File: config.mk
export PLATFORM = sky130hd
export DESIGN_NAME = fetch_buffer
export DESIGN_NICKNAME = d
export VERILOG_FILES = /design/src/rtl/fetch_buffer.sv
export SDC_FILE = /design/constraint.sdc
export NUM_CORES = 1
export LEC_CHECK = 0
export ABC_CLOCK_PERIOD_IN_PS = 2700
export BUFFER_PORTS_ARGS = -buffer_cell sky130_fd_sc_hd__buf_2
export CAP_MARGIN = 20
export CORE_ASPECT_RATIO = 0.8
export CORE_MARGIN = 1.5
export CORE_UTILIZATION = 45
export DETAILED_ROUTE_END_ITERATION = 16
export PLACE_DENSITY = 0.69
export SLEW_MARGIN = 20
export SYNTH_ARGS = -nofsm -noshare
export SYNTH_HDL_FRONTEND = slang
export SYNTH_SLANG_ARGS = --single-unit
File: constraint.sdc
create_clock -name CLK -period 2.7 [get_ports CLK]
set_input_delay 0.54 -clock CLK [delete_from_list [all_inputs] [get_ports CLK]]
set_output_delay 0.54 -clock CLK [all_outputs]
set_load 0.05 [all_outputs]
File: src/rtl/fetch_buffer.sv
// Fetch stage: reads the icache at pcaddr and queues {pc, npc, instr} for decode; pc_en is asserted in the same cycle as an accepted ihit.
// Decode sees an entry one cycle after its ihit. A full queue with no pop holds iREN/pc_en low. Flush drops all entries and any in-flight read.
module fetch_buffer #(
   parameter int DEPTH = 2
) (
   input  logic        CLK,
   input  logic        nRST,
   input  logic [31:0] pcaddr,
   output logic        pc_en,
   output logic        iREN,
   output logic [31:0] iaddr,
   input  logic        ihit,
   input  logic [31:0] iload,
   input  logic        flush,
   output logic        out_valid,
   input  logic        out_ready,
   output logic [31:0] out_pc,
   output logic [31:0] out_npc,
   output logic [31:0] out_instr
);

   localparam int PTR_W = $clog2(DEPTH);
   localparam int CNT_W = PTR_W + 1;

   typedef enum logic {
      FETCH   = 1'b0,
      DISCARD = 1'b1
   } state_t;

   state_t             state_q, state_d;
   logic [31:0]        hold_addr_q, hold_addr_d;
   logic [PTR_W-1:0]   rd_ptr_q, rd_ptr_d;
   logic [PTR_W-1:0]   wr_ptr_q, wr_ptr_d;
   logic [CNT_W-1:0]   count_q, count_d;
   logic [31:0]        pc_mem_q    [DEPTH];
   logic [31:0]        pc_mem_d    [DEPTH];
   logic [31:0]        npc_mem_q   [DEPTH];
   logic [31:0]        npc_mem_d   [DEPTH];
   logic [31:0]        instr_mem_q [DEPTH];
   logic [31:0]        instr_mem_d [DEPTH];

   logic full;
   logic push;
   logic pop;
   logic iren;
   logic [31:0] iaddr_c;

   assign full      = (count_q == CNT_W'(DEPTH));
   assign out_valid = (count_q != '0);
   assign pop       = out_valid & out_ready & ~flush;

   assign out_pc    = pc_mem_q[rd_ptr_q];
   assign out_npc   = npc_mem_q[rd_ptr_q];
   assign out_instr = instr_mem_q[rd_ptr_q];

   // Request side and state transitions.
   always_comb begin
      state_d     = state_q;
      hold_addr_d = hold_addr_q;
      iren        = 1'b0;
      iaddr_c     = '0;
      push        = 1'b0;
      case (state_q)
         FETCH: begin
            iren    = ~full | pop;
            iaddr_c = pcaddr;
            push    = ihit & iren & ~flush;
            // A read left outstanding by a redirect must be drained before refetching.
            if (flush & iren & ~ihit) begin
               state_d     = DISCARD;
               hold_addr_d = pcaddr;
            end
         end
         DISCARD: begin
            iren    = 1'b1;
            iaddr_c = hold_addr_q;
            if (ihit) begin
               state_d = FETCH;
            end
         end
         default: begin
            state_d = FETCH;
         end
      endcase
      // Outputs read as zero for as long as reset is held, not just after the edge.
      if (!nRST) begin
         iren    = 1'b0;
         iaddr_c = '0;
         push    = 1'b0;
      end
   end

   assign iREN  = iren;
   assign iaddr = iaddr_c;
   assign pc_en = push;

   // Queue bookkeeping; flush wins over any same-cycle push or pop.
   always_comb begin
      rd_ptr_d    = rd_ptr_q;
      wr_ptr_d    = wr_ptr_q;
      count_d     = count_q;
      pc_mem_d    = pc_mem_q;
      npc_mem_d   = npc_mem_q;
      instr_mem_d = instr_mem_q;
      if (flush) begin
         rd_ptr_d = '0;
         wr_ptr_d = '0;
         count_d  = '0;
      end else begin
         if (push) begin
            pc_mem_d[wr_ptr_q]    = pcaddr;
            npc_mem_d[wr_ptr_q]   = pcaddr + 32'd4;
            instr_mem_d[wr_ptr_q] = iload;
            wr_ptr_d              = wr_ptr_q + PTR_W'(1);
         end
         if (pop) begin
            rd_ptr_d = rd_ptr_q + PTR_W'(1);
         end
         count_d = count_q + CNT_W'(push) - CNT_W'(pop);
      end
   end

   always_ff @(posedge CLK or negedge nRST) begin
      if (!nRST) begin
         state_q     <= FETCH;
         hold_addr_q <= '0;
         rd_ptr_q    <= '0;
         wr_ptr_q    <= '0;
         count_q     <= '0;
         for (int i = 0; i < DEPTH; i++) begin
            pc_mem_q[i]    <= '0;
            npc_mem_q[i]   <= '0;
            instr_mem_q[i] <= '0;
         end
      end else begin
         state_q     <= state_d;
         hold_addr_q <= hold_addr_d;
         rd_ptr_q    <= rd_ptr_d;
         wr_ptr_q    <= wr_ptr_d;
         count_q     <= count_d;
         pc_mem_q    <= pc_mem_d;
         npc_mem_q   <= npc_mem_d;
         instr_mem_q <= instr_mem_d;
      end
   end

endmodule

# After elaboration in Yosys (flattened, before gate mapping)
# Cells that the tools add are included.
dict set report word_totals {
  output_inout_bits 131
  regBits 229
  word_cells 67
  input_bits 69
}
dict set report op_classes {
  n_mux 28
  n_eq_ne 1
  n_lt_le_gt_ge 3
  addsub 5
  reduce_logical 6
  n_bitwise 13
}
# op n
set op_table {}
lappend op_table {{$mux W32} 11}
lappend op_table {{$bwmux W64} 3}
lappend op_table {{$pmux W32 S2} 1}
lappend op_table {{$add A32 B3 Y32 const B} 1}
lappend op_table {{$demux W32 S1} 1}
lappend op_table {{$mux W1} 9}
lappend op_table {{$and A1 B1 Y1} 6}
lappend op_table {{$reduce_bool A2 Y1} 3}
lappend op_table {{$ge A2 B2 Y1 const B} 2}
lappend op_table {{$not A1 Y1} 4}
lappend op_table {{$not A1 Y2} 2}
lappend op_table {{$pmux W1 S2} 2}
lappend op_table {{$reduce_and A2 Y1} 2}
lappend op_table {{$add A1 B1 Y1 const B} 2}
lappend op_table {{$add A2 B1 Y2} 1}
lappend op_table {{$eq A2 B2 Y1 const B} 1}
lappend op_table {{$lt A2 B1 Y1 const B} 1}
lappend op_table {{$mux W2} 1}
lappend op_table {{$sub A2 B1 Y2} 1}
lappend op_table {{$logic_and A1 B1 Y1} 1}
lappend op_table {{$or A1 B1 Y1} 1}

# Logic depth before layout (Yosys ltp)
dict set report logic_depth {
  word_depth 11
  mapped_depth 8
  mapped_depth_nobuf 8
}

# Worst setup path before layout
# No wires, ideal clock.
dict set report synth_timing {
  path_kind {input -> register}
  startpoint {input flush}
  endpoint {register count_q[0]}
  arrival_time_ps 2323
  cell_stages 5
  path_buffers 1
  path_slack_ps 256
  setup_time_ps 121
  required_ps 2579
  path_cell_list {buf_2 > nand2b_1 > a21oi_1 > ha_1 > nor2b_1}
}
dict set report synth_between {
  elab_chain_cells 10
}
# item line_no
set synth_rtl {}
lappend synth_rtl {{start: declaration} 14} ;# input logic flush,
lappend synth_rtl {{$not A1 Y1 (no line) (*)} -}
lappend synth_rtl {{$and A1 B1 Y1} 50} ;# assign pop = out_valid & out_ready & ~flush;
lappend synth_rtl {{$or A1 B1 Y1} 65} ;# iren = ~full | pop;
lappend synth_rtl {{$and A1 B1 Y1} 67} ;# push = ihit & iren & ~flush;
lappend synth_rtl {{$and A1 B1 Y1 (*)} 67}
lappend synth_rtl {{$mux W1 (*)} 63} ;# case (state_q)
lappend synth_rtl {{$mux W1 (*)} 86} ;# if (!nRST) begin
lappend synth_rtl {{net pc_en} 9} ;# output logic pc_en,
lappend synth_rtl {{$add A2 B1 Y2 (*)} 119} ;# count_d = count_q + CNT_W'(push) - CNT_W'(pop);
lappend synth_rtl {{$sub A2 B1 Y2 (*)} 119}
lappend synth_rtl {{$mux W2 (*)} 105} ;# if (flush) begin
lappend synth_rtl {{net count_d[0]} 34} ;# logic [CNT_W-1:0] count_q, count_d;
lappend synth_rtl {{end signal: assignment} 140} ;# count_q <= count_d;
lappend synth_rtl {{end: declaration} 34}
# The timed path passes the listed nets; every way through them passes the cells marked *.
# A chain may end at the register's enable or synchronous reset.

# Final worst setup path
dict set report layout_timing {
  startpoint {register state_q}
  endpoint {output iaddr[27]}
}
dict set report layout_between {
  elab_chain_cells 3
}
# item line_no
set layout_rtl {}
lappend layout_rtl {{start: declaration} 30} ;# state_t state_q, state_d;
lappend layout_rtl {{start signal: assignment} 136} ;# state_q <= state_d;
lappend layout_rtl {{$not A1 Y1 (no line)} -}
lappend layout_rtl {{$pmux W32 S2 (*)} 63}
lappend layout_rtl {{$mux W32 (*)} 86}
lappend layout_rtl {{end: declaration} 11} ;# output logic [31:0] iaddr,
# Every way passes the cells marked *; elsewhere a longest branch is shown, timed or not.

==> impl_metrics.json <==
{
  "clock-sinks": 225,
  "multi_input_comb_area_mm2": 0.004908,
  "die_h_um": 142.7,
  "reg2reg_setup_slack_ns": 0.66,
  "rsz0062_at_grt": "no",
  "synth_cell_type_count": 45,
  "placeableCoreArea_mm2": 0.02365,
  "worst-slew-pin-transition_ns": 0.9167,
  "totalWireLength_mm": 28.31,
  "crit_arrival_ns": 1.99,
  "fillerInstances": 2128,
  "largest_net_degree_at_the_start_of_global_routing": 69,
  "cts.path.max_buffers": 3,
  "die_w_um": 177.6,
  "cp_cell_sequence": "buf_6 > mux2i_1 > nor2b_1 > buf_2",
  "final_common_cell": "sky130_fd_sc_hd__nand2_1",
  "ys_ff_latch": 225,
  "setup_slack_ns": 0.1714,
  "synthFlopType": "sky130_fd_sc_hd__dfrtp_1",
  "antenna-diode-count": 0,
  "postSynthNetCount": 1206,
  "post-route-period-util": 0.9365,
  "antenna_left": 0,
  "floorplan.initialDensity": 0.4640,
  "vias_per_cell": 5.196,
  "type_of_the_worst_setup_path": "reg -> out",
  "tritoncts": "done",
  "routed_wire_length_per_instance_um": 17.31,
  "globalRoute.totalOverflow": 0,
  "number_of_antenna_violations_at_the_first_check_in_global_routing": 1,
  "critical_path.max_fanout": 19,
  "wire_length_of_the_first_global_routing_pass_mm": 44.76,
  "fin_cells": 1636,
  "outcome": "finished, final reports clean",
  "top_library_cells_by_usage_in_the_layout_fill_and_taps_aside": "sky130_fd_sc_hd__nand2_1 (430), sky130_fd_sc_hd__dfrtp_1 (223), sky130_fd_sc_hd__buf_2 (197)",
  "area_after_dpl_mm2": 0.01224,
  "power.leakage_nw": 6.519,
  "critical_path.reg2reg.endpoint": "npc_mem_q[11]$_DFFE_PN0P_",
  "syn-instance-count": 1134,
  "totalPowerFinal_mw": 11.78,
  "area_growth_pct": 18.99,
  "path_clk_slew_ns": 0.06,
  "num_rows": 50,
  "seq_area_mm2": 0.005638,
  "syn_avg_cell_area_um2": 9.675,
  "ff2ff_path_depth": 4,
  "hold_ws_ns": 0.07685,
  "share_of_synthesized_flip_flops_with_an_asynchronous_set_or_reset": 1.000,
  "drt_drc_violations_left": 0,
  "mappedNetlistArea_mm2": 0.01097,
  "cts.repair_timing.setup_buffer_count": 0,
  "layout_cell_share_with_drive_strength_beyond_1": 0.3134,
  "finalCoreUtilization": 0.5521,
  "preCtsSetupSlack_ns": 0.2429,
  "maxCapViolCount": 0,
  "cp_data_required_time_ns": 2.16,
  "nNetsFinal": 1380,
  "die_area_mm2": 0.02533,
  "rr_startpoint": "count_q[0]$_DFF_PN0_",
  "vias": 8500,
  "timing.slew.headroom": 0.3868,
  "io_buffers": 199,
  "setup-violations-final": 0,
  "synthTopCellsByArea": "sky130_fd_sc_hd__dfrtp_1 (51%), sky130_fd_sc_hd__nand2_1 (15%), sky130_fd_sc_hd__mux2_2 (13%), sky130_fd_sc_hd__mux2i_1 (2.9%), sky130_fd_sc_hd__nor2b_1 (2.0%)",
  "ctsHtreeMaxLevel": 1,
  "hold_viol": 0,
  "drv_slew": 0,
  "yosysSeqAreaShare": 0.5132,
  "drt-initial-drc-count": 488,
  "power.density_mw_per_mm2": 902.4,
  "ctsRootBufferMaster": "sky130_fd_sc_hd__clkbuf_16",
  "synth_enable_flop_cells": 0,
  "first_global_vias": 8178,
  "layout.cell_area.non_filler_mm2": 0.01306,
  "tritoncts.num_buffers": 25,
  "place_hpwl_mm": 18.91,
  "post-synth-top-area-fraction": 0.5132,
  "end_kind": "output port",
  "yosysTopAreaCell": "sky130_fd_sc_hd__dfrtp_1",
  "clk-insertion-delay-late_ns": 0.51,
  "numPlacedInstances": 1592,
  "num_io_pins": 200,
  "grt.total_usage": 0.2239,
  "worst_path_max_delay_cell": "sky130_fd_sc_hd__dfrtp_4",
  "ys_warn_count": 0,
  "detail_route.first_pass.iterations": 5,
  "timing.setup.tns_ns": 0,
  "cpPeakStageDelay_ns": 0.62,
  "gp_congestion": 0.7710,
  "max_freq_mhz": 395.5,
  "timing.final.crit_period_ns": 2.529,
  "kind_of_launch_point_of_the_worst_setup_path": "flop",
  "class_of_the_tightest_hold_or_removal_check": "in -> async",
  "timing.clock.skew_ns": 0.02084,
  "peakVddDrop_mv": 0.5209
}
## repair_timing
item                                    in CTS  in global routing
hold endpoints to repair                    16                  0
endpoints found under the setup margin      19                 13
hold buffers                                 1                  0
resized for setup                            1                  3
## critical path: cells and delay by family (launching register included)
kind                   cells  cell delay (ns)
buffers and inverters      2             0.58
flip-flops                 1             0.62
multiplexers               1             0.12
AND/OR/NAND/NOR            1             0.12
## cells in the mapped netlist (2+ instances only)
library cell	n
sky130_fd_sc_hd__xor2_1	6
sky130_fd_sc_hd__and3_4	2
sky130_fd_sc_hd__nor2b_1	35
sky130_fd_sc_hd__or4_1	6
sky130_fd_sc_hd__and4_1	3
sky130_fd_sc_hd__clkbuf_1	18
sky130_fd_sc_hd__nand3_1	15
sky130_fd_sc_hd__a31oi_1	22
sky130_fd_sc_hd__nand4_1	4
sky130_fd_sc_hd__inv_1	5
sky130_fd_sc_hd__nand3_2	2
sky130_fd_sc_hd__ha_1	3
sky130_fd_sc_hd__nand2b_1	3
sky130_fd_sc_hd__xnor2_1	13
sky130_fd_sc_hd__o21ai_0	41
sky130_fd_sc_hd__mux2i_1	32
sky130_fd_sc_hd__nand4_4	2
sky130_fd_sc_hd__nor4_1	4
sky130_fd_sc_hd__buf_2	41
sky130_fd_sc_hd__buf_4	15
sky130_fd_sc_hd__buf_6	2
sky130_fd_sc_hd__nor3_1	4
sky130_fd_sc_hd__dfrtp_1	225
sky130_fd_sc_hd__and2_1	3
sky130_fd_sc_hd__mux2_2	124
sky130_fd_sc_hd__nand2_1	430
sky130_fd_sc_hd__or4b_1	2
sky130_fd_sc_hd__or4_4	4
sky130_fd_sc_hd__a21oi_1	2
sky130_fd_sc_hd__and3_1	2
sky130_fd_sc_hd__o211ai_1	5
sky130_fd_sc_hd__buf_1	6
sky130_fd_sc_hd__or3_1	5
sky130_fd_sc_hd__nor2_1	30
sky130_fd_sc_hd__o31ai_1	8
## registers in the layout, summed over array words and instances, names as in the netlist
name / count
hold_addr_q: 32
rd_ptr_q: 1
pc_mem_q: 64
npc_mem_q: 60
instr_mem_q: 64
wr_ptr_q: 1
state_q: 1
count_q: 2
## final cells by class
cell class              instances  area share
flip-flops and latches        225      0.4319
clock inverters                12    0.007571
inverters                       5    0.001438
clock buffers                  31     0.05348
well taps                     312     0.02990
multi-input cells             822      0.3760
repair buffers                229     0.09977
## cell families (layout without fill, tap and decap cells)
logic type                 Yosys count  in the layout  synth area share
AOI/OAI and AO/OA                   82             82           0.04562
buffers and inverters               87            277           0.04094
muxes                              156            156            0.1565
adders and majority gates            3              3          0.003422
xor gates and xnor gates            19             19           0.01517
DFF                                225            225            0.5132
and+or+nand+nor                    562            562            0.2252
## power by group
group | total [mW] | internal, mW | leakage [nW] | switching [mW]
Clock | 3.30 | 1.93 | 0.393 | 1.37
Combinational | 3.95 | 1.18 | 3.29 | 2.77
Sequential | 4.54 | 4.14 | 2.84 | 0.397
## worst max-delay path by stage
stage | to | cells after the start | slack, ns | startpoint
after floorplan | count_q[0]$_DFF_PN0_ | 5 | 0.26 | flush
after global placement | npc_mem_q[26]$_DFFE_PN0P_ | 6 | 0.34 | pcaddr[3]
after detailed placement | npc_mem_q[60]$_DFFE_PN0P_ | 6 | 0.24 | pcaddr[3]
after CTS | iaddr[27] | 4 | 0.006 | state_q$_DFF_PN0_
after global routing | iaddr[19] | 4 | 0.06 | state_q$_DFF_PN0_
final | iaddr[27] | 4 | 0.17 | state_q$_DFF_PN0_
## layer usage
metal,GRT usage,part of all wire,up-vias
met3,0.03621,0.061,35
met5,0,0.00046,-
met2,0.3450,0.44,241
met4,0.04069,0.017,2
li1,-,-,4089
met1,0.3355,0.48,4133
(Power assumes the default switching activity.)
